--- src/rtl/mips_pkg.sv ---
// Shared MIPS-side definitions: default bus widths and the store-buffer FSM encoding.
package mips_pkg;

    localparam int MIPS_AW = 32;
    localparam int MIPS_DW = 32;

    typedef enum logic [1:0] {
        IDLE     = 2'd0,
        DRAIN    = 2'd1,
        FLUSHING = 2'd2,
        DONE     = 2'd3
    } swb_state_t;

endpackage

--- src/rtl/swb_fifo_mem.sv ---
// Entry storage for the store write buffer: one write port, an async head read,
// an async indexed data read, and the word-address tags for the forwarding search.
module swb_fifo_mem #(
    parameter int DEPTH = 4,
    parameter int AW    = 32,
    parameter int DW    = 32,
    parameter int PW    = $clog2(DEPTH)
) (
    input  logic                         clk,
    input  logic                         we,
    input  logic [PW-1:0]                wr_idx,
    input  logic [AW-1:0]                wr_adr,
    input  logic [DW-1:0]                wr_data,
    input  logic [PW-1:0]                head_idx,
    output logic [AW-1:0]                head_adr,
    output logic [DW-1:0]                head_data,
    input  logic [PW-1:0]                rd_idx,
    output logic [DW-1:0]                idx_data,
    output logic [DEPTH-1:0][AW-3:0]     tags
);

    logic [DEPTH-1:0][AW-1:0] adr_mem;
    logic [DEPTH-1:0][DW-1:0] data_mem;

    // Contents need no reset: occupancy is tracked by the pointers and count.
    always_ff @(posedge clk) begin
        if (we) begin
            adr_mem[wr_idx]  <= wr_adr;
            data_mem[wr_idx] <= wr_data;
        end
    end

    assign head_adr  = adr_mem[head_idx];
    assign head_data = data_mem[head_idx];
    assign idx_data  = data_mem[rd_idx];

    always_comb begin
        tags = '0;
        for (int i = 0; i < DEPTH; i++) tags[i] = adr_mem[i][AW-1:2];
    end

endmodule

--- src/rtl/store_write_buffer.sv ---
// Posted-write buffer between the core store port and data memory, with
// youngest-match load forwarding and a flush handshake.
module store_write_buffer
    import mips_pkg::*;
#(
    parameter int DEPTH = 4,
    parameter int AW    = MIPS_AW,
    parameter int DW    = MIPS_DW
) (
    input  logic                      clk,
    input  logic                      reset,
    input  logic                      memwrite,
    input  logic [AW-1:0]             dataadr,
    input  logic [DW-1:0]             writedata,
    output logic                      stall,
    input  logic [AW-1:0]             rd_adr,
    output logic                      rd_hit,
    output logic [DW-1:0]             rd_data,
    output logic                      mem_valid,
    input  logic                      mem_ready,
    output logic [AW-1:0]             mem_adr,
    output logic [DW-1:0]             mem_wdata,
    input  logic                      flush,
    output logic                      flush_done,
    output logic                      empty,
    output logic [$clog2(DEPTH):0]    count
);

    localparam int PW = $clog2(DEPTH);
    localparam int CW = PW + 1;

    swb_state_t state, state_nxt;
    logic [PW-1:0] wr_ptr, rd_ptr, hit_idx;
    logic [DEPTH-1:0][AW-3:0] tags;
    logic [DW-1:0] idx_data;
    logic full, push, pop, last_pop;
    logic unused_bits;

    assign full      = (count == CW'(DEPTH));
    assign empty     = (count == '0);
    assign mem_valid = ~empty;
    assign push      = memwrite & ~full & (state != FLUSHING);
    assign pop       = mem_valid & mem_ready;
    assign last_pop  = pop & (count == CW'(1));
    assign stall     = full | (memwrite & (state == FLUSHING));
    assign unused_bits = ^rd_adr[1:0];

    swb_fifo_mem #(.DEPTH(DEPTH), .AW(AW), .DW(DW), .PW(PW)) u_mem (
        .clk       (clk),
        .we        (push),
        .wr_idx    (wr_ptr),
        .wr_adr    (dataadr),
        .wr_data   (writedata),
        .head_idx  (rd_ptr),
        .head_adr  (mem_adr),
        .head_data (mem_wdata),
        .rd_idx    (hit_idx),
        .idx_data  (idx_data),
        .tags      (tags)
    );

    always_ff @(posedge clk or posedge reset) begin
        if (reset) begin
            wr_ptr <= '0;
            rd_ptr <= '0;
            count  <= '0;
            state  <= IDLE;
        end else begin
            state <= state_nxt;
            if (push) wr_ptr <= wr_ptr + PW'(1);
            if (pop)  rd_ptr <= rd_ptr + PW'(1);
            case ({push, pop})
                2'b10:   count <= count + CW'(1);
                2'b01:   count <= count - CW'(1);
                default: count <= count;
            endcase
        end
    end

    // Scan oldest to youngest so the entry nearest wr_ptr-1 is the last to win.
    always_comb begin
        logic [PW-1:0] idx;
        idx     = '0;
        rd_hit  = 1'b0;
        hit_idx = '0;
        for (int i = DEPTH - 1; i >= 0; i--) begin
            idx = wr_ptr - PW'(i + 1);
            if ((i < int'(count)) && (tags[idx] == rd_adr[AW-1:2])) begin
                rd_hit  = 1'b1;
                hit_idx = idx;
            end
        end
        rd_data = rd_hit ? idx_data : '0;
    end

    always_comb begin
        state_nxt  = state;
        flush_done = 1'b0;
        case (state)
            IDLE, DONE: begin
                flush_done = (state == DONE);
                if (push)       state_nxt = flush ? FLUSHING : DRAIN;
                else if (flush && state == IDLE) state_nxt = DONE;
                else            state_nxt = IDLE;
            end
            DRAIN: begin
                if (flush)                 state_nxt = FLUSHING;
                else if (last_pop && !push) state_nxt = IDLE;
            end
            FLUSHING: begin
                if (empty || last_pop) state_nxt = DONE;
            end
            default: state_nxt = IDLE;
        endcase
    end

endmodule

--- config.mk ---
export PLATFORM = sky130hd
export DESIGN_NAME = store_write_buffer
export DESIGN_NICKNAME = d
export VERILOG_FILES = /design/src/rtl/mips_pkg.sv /design/src/rtl/swb_fifo_mem.sv /design/src/rtl/store_write_buffer.sv
export SDC_FILE = /design/constraint.sdc
export NUM_CORES = 1
export LEC_CHECK = 0
export CAP_MARGIN = 20
export CORE_MARGIN = 4
export CORE_UTILIZATION = 57
export DETAILED_ROUTE_END_ITERATION = 10
export GPL_TIMING_DRIVEN = 0
export PLACE_DENSITY = 0.83
export SETUP_SLACK_MARGIN = 0.5
export SLEW_MARGIN = 20
export SYNTH_ARGS = -nofsm -noshare
export SYNTH_HDL_FRONTEND = slang
export SYNTH_HIERARCHICAL = 1
export SYNTH_SLANG_ARGS = --single-unit
--- constraint.sdc ---
create_clock -name clk -period 7.2 [get_ports clk]
set_input_delay 1.44 -clock clk [delete_from_list [all_inputs] [get_ports clk]]
set_output_delay 1.44 -clock clk [all_outputs]
set_load 0.005 [all_outputs]
==> results.json, run 1 <==
{
  "regToRegStartpoint": "count[0]",
  "p_comb_frac": 0.559,
  "cp_cell_sequence": "clkbuf_1, xnor2_1, a2111oi_2, nand2_1, o31ai_1, nand3_2, o21ai_0, nand2b_1, a21oi_1, buf_6, buf_12, mux4_2, and2_1, clkdlybuf4s50_1",
  "core-area_um2": 27900,
  "synth-async-reset-ratio": 0.0340,
  "grt_pass1_vias": 11700,
  "grt_use_total": 0.333,
  "grt_overflow": 0,
  "drcViolationCount": 0,
  "report.final.slew_viol_count": 0,
  "rows": 61,
  "antenna_found_initial": 0,
  "crit_start": "rd_adr[16]",
  "cts_buffers": 28,
  "sw_frac_of_total": 0.376,
  "ys_seq_area_frac": 0.490,
  "setup-tns-final_ns": 0,
  "htree_levels": 1,
  "min_path_type": "reg -> reg",
  "hold_slack_ns": 0.477,
  "arrival_ns": 5.23,
  "finish.utilization": 0.732,
  "period_minus_slack_ns": 6.67,
  "hold_violations": 0,
  "cts.sink_count": 265,
  "post-place-ws_ns": -0.610,
  "setup_slack_ns": 0.528,
  "worstSetupPathType": "in -> out",
  "grt_pass1_wl_um": 77000,
  "maxCapViolCount": 0,
  "clock_tree.root_cell": "clkbuf_16",
  "p_sw_w": 0.00311,
  "antenna_left": 0,
  "placed_cells": 1699,
  "critPathMaxFanout": 10,
  "cp-endpoint": "rd_data[13]",
  "min_period_over_period": 0.927,
  "yosys_warnings": 6,
  "fmax_mhz": 150,
  "diodes": 0,
  "initial_core_util": 0.580,
  "ctsLongestPathBuffers": 3,
  "fin_skew_ns": 0.0428,
  "first_iter_violations": 1016,
  "syn-cell-area_um2": 16200,
  "place_congestion": 1.00,
  "synth_cell_types": 60,
  "area.growth.synth_to_final_pct": 26.2,
  "viasPerCell": 6.21,
  "power_leakage_nw": 7.41,
  "wl_um": 52500,
  "placement.io_buffers": 180,
  "synth_area_per_cell_um2": 14.3,
  "syn_inst": 1132,
  "ff2ff_path_depth": 10,
  "drt_first_pass_iters": 5,
  "cts_tree": "done",
  "dieWidth_um": 176,
  "vias": 11000,
  "ios": 205,
  "finalSetupViolCount": 0,
  "final_nets": 1487,
  "power.internal_w": 0.00517,
  "status": "finished clean",
  "final_cells": 1776,
  "seqPwrFrac": 0.262,
  "grt_start_max_net_pins": 46,
  "cp_slowest_cell": "a2111oi_2",
  "tightest_slew_ns": 0.800,
  "powerDensity_nw_per_um2": 406,
  "slew_headroom": 0.451,
  "crit_path_end_kind": "output port",
  "synth_edf_count": 256,
  "syn_nets": 1242,
  "rsz0062_at_grt": "true",
  "required_ns": 5.76,
  "layout-drive-gt1-share": 0.311,
  "clk_pin_slew_ns": 0.06,
  "wl_per_cell_um": 29.5,
  "dieArea_um2": 31100,
  "ys_seq_elements": 265,
  "synth_ff_type": "edfxtp_1",
  "fp.dieH_um": 176,
  "worstReg2RegEnd": "u_mem/data_mem[29]",
  "worst_skew_pair.late_latency_ns": 0.59,
  "p_clk_frac": 0.179,
  "dp.final_hpwl_um": 37000,
  "cpPeakStageDelay_ns": 0.59,
  "cts-hold-fix-buffers": 0,
  "start_kind": "input pin",
  "r2r_slack_ns": 4.09,
  "ir_drop_mv": 0.339
}
## worst min-delay path by stage
stage | start | end | depth (start not counted)
5_1_grt | rd_ptr[1] | rd_ptr[1] | 1
6_report | rd_ptr[1] | rd_ptr[1] | 1
2_1_floorplan | rd_ptr[1] | rd_ptr[1] | 1
3_3_place_gp | rd_ptr[1] | rd_ptr[1] | 1
4_1_cts | rd_ptr[1] | rd_ptr[1] | 1
3_5_place_dp | rd_ptr[1] | rd_ptr[1] | 1
## metal layers
metal / vias to the layer above / track usage / routed length (um)
li1: 4752 / - / -
met1: 5599 / 0.437 / 19600
met2: 571 / 0.576 / 26700
met3: 113 / 0.0548 / 4110
met4: 0 / 0.103 / 1950
met5: - / 0 / 0
## final cells by class
class	count	area [um^2]
buffer	200	1720
clock buffer	34	723
inverter	11	43.8
multi-input combinational	656	7100
timing repair buffer	215	2200
sequential	265	7920
fill	1736	7460
clock inverter	17	223
tap	378	473
## per-stage QoR
| stage | total power, W | cell area (um^2) |
|---|---|---|
| final | 0.00829 | 20400 |
| after global placement | 0.00634 | 18400 |
| after floorplan | 0.00482 | 16200 |
| after global routing | 0.00860 | 20400 |
| after detailed placement | 0.00640 | 18600 |
| after CTS | 0.00811 | 20100 |
## cells in the mapped netlist (all sizes together) (3+ instances only)
library cell / count / area [um^2]
o211ai: 4 / 30.0
mux4: 110 / 2490
nand2: 46 / 173
ha: 9 / 113
nor3: 8 / 40.0
nor2b: 4 / 25.0
a31oi: 3 / 18.8
inv: 11 / 41.3
a2111oi: 6 / 77.6
o221ai: 3 / 26.3
a21oi: 20 / 100
clkbuf: 24 / 91.3
nand4: 11 / 68.8
dfrtp: 9 / 225
mux2i: 141 / 1420
nand3b: 5 / 37.5
nand3: 8 / 40.0
and2: 34 / 213
a22oi: 5 / 37.5
nor2: 24 / 90.1
xor2: 31 / 272
buf: 176 / 1390
nor4: 17 / 106
a211oi: 7 / 52.6
o21ai: 19 / 95.1
o22ai: 15 / 93.8
a221oi: 4 / 35.0
edfxtp: 256 / 7690
mux2: 7 / 78.8
xnor2: 88 / 771
## state kept, by name, summed over array words and instances (netlist names)
name and cells:
count 3, u_mem/adr_mem 8, state 2, wr_ptr 2, u_mem/data_mem 128, rd_ptr 2, u_mem/tags 120
## timing repair
action                     CTS  global route
pin swaps                   12            14
setup endpoints to repair   32            32
setup buffers               13            11
gates resized for setup    111            53
gates cloned                 1             1
## power groups by stage
| stage | clock (W) | combinational [W] | sequential [W] |
|---|---|---|---|
| floorplan | 0 | 0.00267 | 0.00215 |
| global placement | 0 | 0.00415 | 0.00219 |
| detailed placement | 0 | 0.00422 | 0.00218 |
| CTS | 0.00150 | 0.00445 | 0.00216 |
| global route | 0.00156 | 0.00484 | 0.00219 |
| finish | 0.00148 | 0.00463 | 0.00217 |
## logic make-up (layout without fill, tap and decap cells)
| kind of cell | after synthesis | count (layout) | synth area share |
|---|---|---|---|
| AND/OR/NAND/NOR | 172 | 172 | 0.0564 |
| buffers and inverters | 211 | 477 | 0.0942 |
| multiplexers | 258 | 258 | 0.247 |
| AO/OA/AOI/OAI | 98 | 98 | 0.0416 |
| flip-flops | 265 | 265 | 0.490 |
| adder cells (fa/ha/maj) | 9 | 9 | 0.00697 |
| XOR/XNOR | 119 | 119 | 0.0645 |
## worst max-delay path: cells and delay by family
family          cells  cell delay (ns)
compound gates      4             1.06
xor+xnor            1             0.31
buf+inv             4             1.31
mux                 1             0.52
simple gates        4             0.58
## cells in the final DEF (no fill, tap or decap), types with 9 or more instances in the layout
cell type / n
clkbuf_16: 29
buf_12: 19
mux2i_1: 117
xnor2_1: 86
buf_8: 11
and2_1: 34
mux4_2: 106
buf_4: 147
mux2i_2: 15
a21oi_1: 20
inv_1: 9
o21ai_0: 18
buf_6: 10
clkdlybuf4s50_1: 163
dlygate4sd2_1: 11
clkbuf_1: 22
mux2i_4: 9
edfxtp_1: 256
xor2_1: 30
nand2_1: 46
buf_2: 13
nand4_1: 11
ha_1: 9
o22ai_1: 14
nor2_1: 24
Note: power is estimated with default switching activity, not from simulation.
==> run 2: changes to the inputs <==
--- a/config.mk
+++ b/config.mk
@@ -7,10 +7,10 @@
 export LEC_CHECK = 0
 export CAP_MARGIN = 20
 export CORE_MARGIN = 4
-export CORE_UTILIZATION = 57
+export CORE_UTILIZATION = 60
 export DETAILED_ROUTE_END_ITERATION = 10
 export GPL_TIMING_DRIVEN = 0
-export PLACE_DENSITY = 0.83
+export PLACE_DENSITY = 0.86
 export SETUP_SLACK_MARGIN = 0.5
 export SLEW_MARGIN = 20
 export SYNTH_ARGS = -nofsm -noshare
==> constraint.sdc (replaced) <==
create_clock -name clk -period 8.2 [get_ports clk]
set_input_delay 1.64 -clock clk [delete_from_list [all_inputs] [get_ports clk]]
set_output_delay 1.64 -clock clk [all_outputs]
set_load 0.005 [all_outputs]
==> run 2 against run 1 <==
Effect of this change:
- via count increased by 0.32%
- sequential power decreased by 12%
- die area decreased by 4.8%
- flip-flop and latch count unchanged
- critical endpoint is now rd_data[21]
- largest cell class unchanged
- largest power group unchanged
- highest routed layer is now met5
==> results.json, run 2 (synthesis results as in run 1) <==
{
  "grt_use_total": 0.351,
  "vias": 11100,
  "place_congestion": 1.02,
  "final_common_cell": "edfxtp_1",
  "drcViolationCount": 0,
  "report.final.slew_viol_count": 0,
  "arrival_ns": 5.98,
  "slew_headroom": 0.417,
  "layout-drive-gt1-share": 0.259,
  "min_path_type": "reg -> reg",
  "core-area_um2": 26300,
  "diodes": 0,
  "status": "finished clean",
  "finalInstanceArea_um2": 19500,
  "final_nets": 1464,
  "period_minus_slack_ns": 7.62,
  "rows": 59,
  "maxCapViolCount": 0,
  "cts_tree": "done",
  "post-cts-setup-buffer-count": 0,
  "setup_slack_ns": 0.578,
  "drt_first_pass_iters": 5,
  "fp.dieH_um": 172,
  "worstSetupPathType": "in -> out",
  "powerDensity_nw_per_um2": 358,
  "grt_overflow": 0,
  "viasPerCell": 6.48,
  "finalSetupViolCount": 0,
  "final_cell_mix": "edfxtp_1, clkdlybuf4s50_1, mux2i_1",
  "dpl-instance-area_um2": 18600,
  "dp.final_hpwl_um": 37000,
  "largest_register": "u_mem/data_mem",
  "min_period_over_period": 0.929,
  "fmax_mhz": 131,
  "antenna_left": 0,
  "grt_pass1_vias": 11700,
  "clock_tree.root_cell": "clkbuf_16",
  "wl_per_cell_um": 30.5,
  "grt_start_max_net_pins": 39,
  "ctsLongestPathBuffers": 3,
  "required_ns": 6.56,
  "area.growth.synth_to_final_pct": 20.8,
  "initial_core_util": 0.615,
  "htree_levels": 1,
  "antenna_found_initial": 2,
  "cts_buffers": 28,
  "wl_um": 52100,
  "ios": 205,
  "clk_pin_slew_ns": 0.06,
  "setup-tns-final_ns": 0,
  "rsz0062_at_grt": "false",
  "grt_pass1_wl_um": 75900,
  "ir_drop_mv": 0.218,
  "first_iter_violations": 1052,
  "hold_violations": 0,
  "largest_reg_flops": 128,
  "crit_path_end_kind": "output port",
  "dieWidth_um": 172,
  "dieArea_um2": 29600,
  "finish.utilization": 0.743,
  "hold_slack_ns": 0.480,
  "power_leakage_nw": 7.02,
  "placement.io_buffers": 180,
  "cts.sink_count": 265,
  "fin_skew_ns": 0.0130,
  "post-place-ws_ns": 0.0517,
  "tightest_slew_ns": 0.870,
  "start_kind": "input pin",
  "worst_skew_pair.late_latency_ns": 0.55,
  "critPathMaxFanout": 10
}
[run 2: cell count changes in the layout (fill, tap and decap cells not counted), moves of 10 or more]
cell             previous run  this run
mux2i_1                   117       139
buf_4                     147       130
clkdlybuf4s50_1           163       180
mux2i_2                    15         2
buf_12                     19         8
dlygate4sd2_1              11         0
buf_6                      10        20
buf_8                      11         1
[run 2: final timing paths]
kind                       slack, ns  startpoint                end  depth (start not counted)
min in group asynchronous       1.36       reset           count[1]                          2
min reg2reg                     0.48   rd_ptr[1]          rd_ptr[1]                          1
max in group asynchronous       6.56       reset           count[0]                          2
min                             0.48   rd_ptr[1]          rd_ptr[1]                          1
max                             0.58   rd_adr[7]        rd_data[21]                         12
max reg2reg                     4.72    count[0]  u_mem/data_mem[6]                         11
[run 2: final cells by class]
type,instances,area (um^2)
Tap cell,335,419
Fill cell,1607,6750
Clock buffer,32,737
Clock inverter,18,188
Multi-Input combinational cell,656,6790
Buffer,200,1490
Timing Repair Buffer,192,1950
Sequential cell,265,7910
Inverter,11,41.3
[run 2: power breakdown]
group / switching (W) / total [W] / internal, W
registers: 0.000134 / 0.00191 / 0.00177
clock network: 0.000520 / 0.00128 / 0.000764
logic: 0.00198 / 0.00380 / 0.00182
total: 0.00264 / 0.00699 / 0.00435
[run 2: layer usage]
metal | wire (um) | GRT usage | share of wire | vias to the layer above
met1 | 19300 | 0.441 | 0.37 | 5586
met4 | 2740 | 0.150 | 0.053 | 4
met2 | 25800 | 0.597 | 0.49 | 639
met3 | 4340 | 0.0706 | 0.083 | 143
met5 | 34 | 0 | 0.00065 | -
li1 | - | - | - | 4698
[run 2: metrics by stage]
step	std cells	total power, W
after floorplan	1132	0.00424
after global placement	1647	0.00555
after detailed placement	1659	0.00562
after CTS	1709	0.00696
after global routing	1709	0.00725
final	1709	0.00699
[run 2: worst max-delay path, stage by stage]
cell and delay [ns]:
clkdlybuf4s50_1 0.62, inv_1 0.14, xnor2_1 0.24, nor4_4 0.47, nand4_1 0.26, a2111oi_4 0.43
or4b_2 0.69, o2111ai_4 0.16, clkbuf_4 0.32, mux4_2 0.34, and2_1 0.18, clkdlybuf4s50_1 0.48
[run 2: repair_timing]
action | 4_1_cts | 5_1_grt
setup endpoints to repair | 32 | 30
hold buffers | 0 | 0
endpoints found under the hold margin | 0 | 0
gates resized for setup | 6 | 9
gates cloned | 0 | 0
pin swaps | 0 | 1
==> run 3: changes to the inputs <==
--- a/config.mk
+++ b/config.mk
@@ -9,7 +9,6 @@
 export CORE_MARGIN = 4
 export CORE_UTILIZATION = 60
 export DETAILED_ROUTE_END_ITERATION = 10
-export GPL_TIMING_DRIVEN = 0
 export PLACE_DENSITY = 0.86
 export SETUP_SLACK_MARGIN = 0.5
 export SLEW_MARGIN = 20
==> run 3 against run 2 <==
Effect of this change:
- critical path depth increased by 1
- total power down 10%
- largest cell class unchanged
- sequential power rose by 5%
- count of clock-buffer cells in the layout did not move
- flip-flop and latch count stayed put
- register-to-register slack improved by 0.29 ns
- sequential share of layout area is 3.0 points higher
==> results.json, run 3 (synthesis results as in run 1) <==
{
  "drt_first_pass_iters": 5,
  "setup_slack_ns": 0.727,
  "grt_start_max_net_pins": 72,
  "dieArea_um2": 29600,
  "worstReg2RegEnd": "u_mem/data_mem[99]",
  "cp_cell_sequence": "clkdlybuf4s50_1, inv_1, xnor2_1, nor4_1, buf_4, nand4_1, a2111oi_4, or4b_2, o2111ai_4, buf_12, mux4_2, and2_1, clkdlybuf4s50_1",
  "dp.final_hpwl_um": 28600,
  "slew_headroom": 0.310,
  "tightest_slew_ns": 1.04,
  "powerDensity_nw_per_um2": 344,
  "wl_met1_um": 15500,
  "grt_pass1_vias": 10300,
  "drcViolationCount": 0,
  "arrival_ns": 5.83,
  "cts.sink_count": 265,
  "p_sw_w": 0.00227,
  "htree_levels": 1,
  "clk_pin_slew_ns": 0.06,
  "crit_path_end_kind": "output port",
  "area.growth.synth_to_final_pct": 12.7,
  "worstSetupPathType": "in -> out",
  "hold_violations": 0,
  "cts_tree": "done",
  "fp.dieH_um": 172,
  "dieWidth_um": 172,
  "cts-hold-fix-buffers": 0,
  "critPathTopFamily": "buffers and inverters",
  "antenna_left": 0,
  "ios": 205,
  "seqPwrFrac": 0.319,
  "whs_path_depth": 2,
  "status": "finished clean",
  "finalSetupViolCount": 0,
  "cpPeakStageDelay_ns": 0.67,
  "clock_tree.root_cell": "clkbuf_16",
  "ff2ff_path_depth": 7,
  "required_ns": 6.56,
  "vias": 9913,
  "hp-start": "state[0]",
  "p_total_w": 0.00627,
  "final_common_cell": "edfxtp_1",
  "place_congestion": 0.973,
  "power_leakage_nw": 6.21,
  "fmax_mhz": 134,
  "final_nets": 1294,
  "maxCapViolCount": 0,
  "grt_use_total": 0.278,
  "power.internal_w": 0.00400,
  "worst_skew_pair.late_latency_ns": 0.54,
  "r2r_slack_ns": 5.01,
  "placement.io_buffers": 202,
  "ctsLongestPathBuffers": 3,
  "start_kind": "input pin",
  "final_cell_mix": "edfxtp_1, clkdlybuf4s50_1, mux2i_1",
  "sw_frac_of_total": 0.362,
  "setup-tns-final_ns": 0,
  "highest_layer": "met5",
  "diodes": 0,
  "first_iter_violations": 924,
  "p_clk_frac": 0.180,
  "fin_skew_ns": 0.0212,
  "largest_register": "u_mem/data_mem",
  "rows": 59,
  "wl_met3_um": 4020,
  "post-place-ws_ns": 0.731,
  "grt_pass1_wl_um": 62000,
  "finish.utilization": 0.693,
  "worstHoldEndpoint": "state[0]",
  "layout-drive-gt1-share": 0.155,
  "grt_overflow": 0,
  "p_comb_frac": 0.501,
  "largest_reg_flops": 128,
  "critPathMaxFanout": 32,
  "hold_slack_ns": 0.569,
  "report.final.slew_viol_count": 0,
  "crit_start": "rd_adr[7]",
  "antenna_found_initial": 1,
  "path_buf_inv": 5,
  "period_minus_slack_ns": 7.47,
  "viasPerCell": 6.45,
  "min_period_over_period": 0.911,
  "wl_um": 41300,
  "rsz0062_at_grt": "false",
  "crit_top_cell": "clkdlybuf4s50_1",
  "cts_buffers": 27,
  "cp_slowest_cell": "or4b_2",
  "ir_drop_mv": 0.248,
  "wl_per_cell_um": 26.8,
  "min_path_type": "reg -> reg",
  "regToRegStartpoint": "count[0]",
  "dr_wl_met2_um": 20600,
  "core-area_um2": 26300,
  "initial_core_util": 0.615
}
-- run 3: cell types whose count changed in the layout (fill, tap and decap cells not counted), sizes merged --
| cell | change |
|---|---|
| bufinv | -3 |
| clkinvlp | -1 |
| clkinv | +2 |
| buf | -164 |
| clkdlybuf4s50 | +20 |
| clkbuf | -27 |
| dlymetal6s2s | +2 |
-- run 3: worst max path at each step --
stage | endpoint | slack [ns] | cells past startpoint
5_1_grt | rd_data[24] | 0.51 | 14
2_1_floorplan | u_mem/adr_mem[0] | 0.97 | 3
6_report | rd_data[24] | 0.73 | 13
3_5_place_dp | rd_data[24] | 0.73 | 13
4_1_cts | rd_data[24] | 0.71 | 13
3_3_place_gp | rd_data[27] | 0.72 | 13
-- run 3: area by class of cell --
class                      count  area [um^2]
clock buffer                  32          694
inverter                      11         41.3
multi-input combinational    656         6780
clock inverter                16          104
fill                        1766         8060
timing repair buffer         223         2260
sequential                   265         7920
tap                          335          419
-- run 3: power groups by stage --
| stage | logic (W) | clock network [W] | registers, W |
|---|---|---|---|
| detailed placement | 0.00308 | 0 | 0.00204 |
| CTS | 0.00311 | 0.00114 | 0.00202 |
| finish | 0.00314 | 0.00113 | 0.00200 |
| global route | 0.00334 | 0.00120 | 0.00203 |
| floorplan | 0.00235 | 0 | 0.00189 |
| global placement | 0.00305 | 0 | 0.00201 |
-- run 3: timing repair --
| action | in CTS | in global routing |
|---|---|---|
| endpoints found under the setup margin | 0 | 32 |
| buffers inserted | 0 | 1 |
| gates resized for setup | 0 | 5 |
-- run 3: metal layers --
layer / vias up / global-route usage
li1: 4354 / -
met1: 4983 / 0.354
met2: 495 / 0.474
met3: 79 / 0.0768
met4: 2 / 0.0755
met5: - / 0
-- run 3: tightest hold or removal path, delay by kind of cell, from the launching register on --
kind            cells  cell delay [ns]
compound gates      1             0.07
flops               1             0.40
simple gates        1             0.06
-- run 3: through the flow --
step / instance area [um^2] / instances
6_report: 18200 / 1538
5_1_grt: 18200 / 1538
3_3_place_gp: 17400 / 1489
2_1_floorplan: 16200 / 1132
3_5_place_dp: 17400 / 1489
4_1_cts: 18200 / 1537
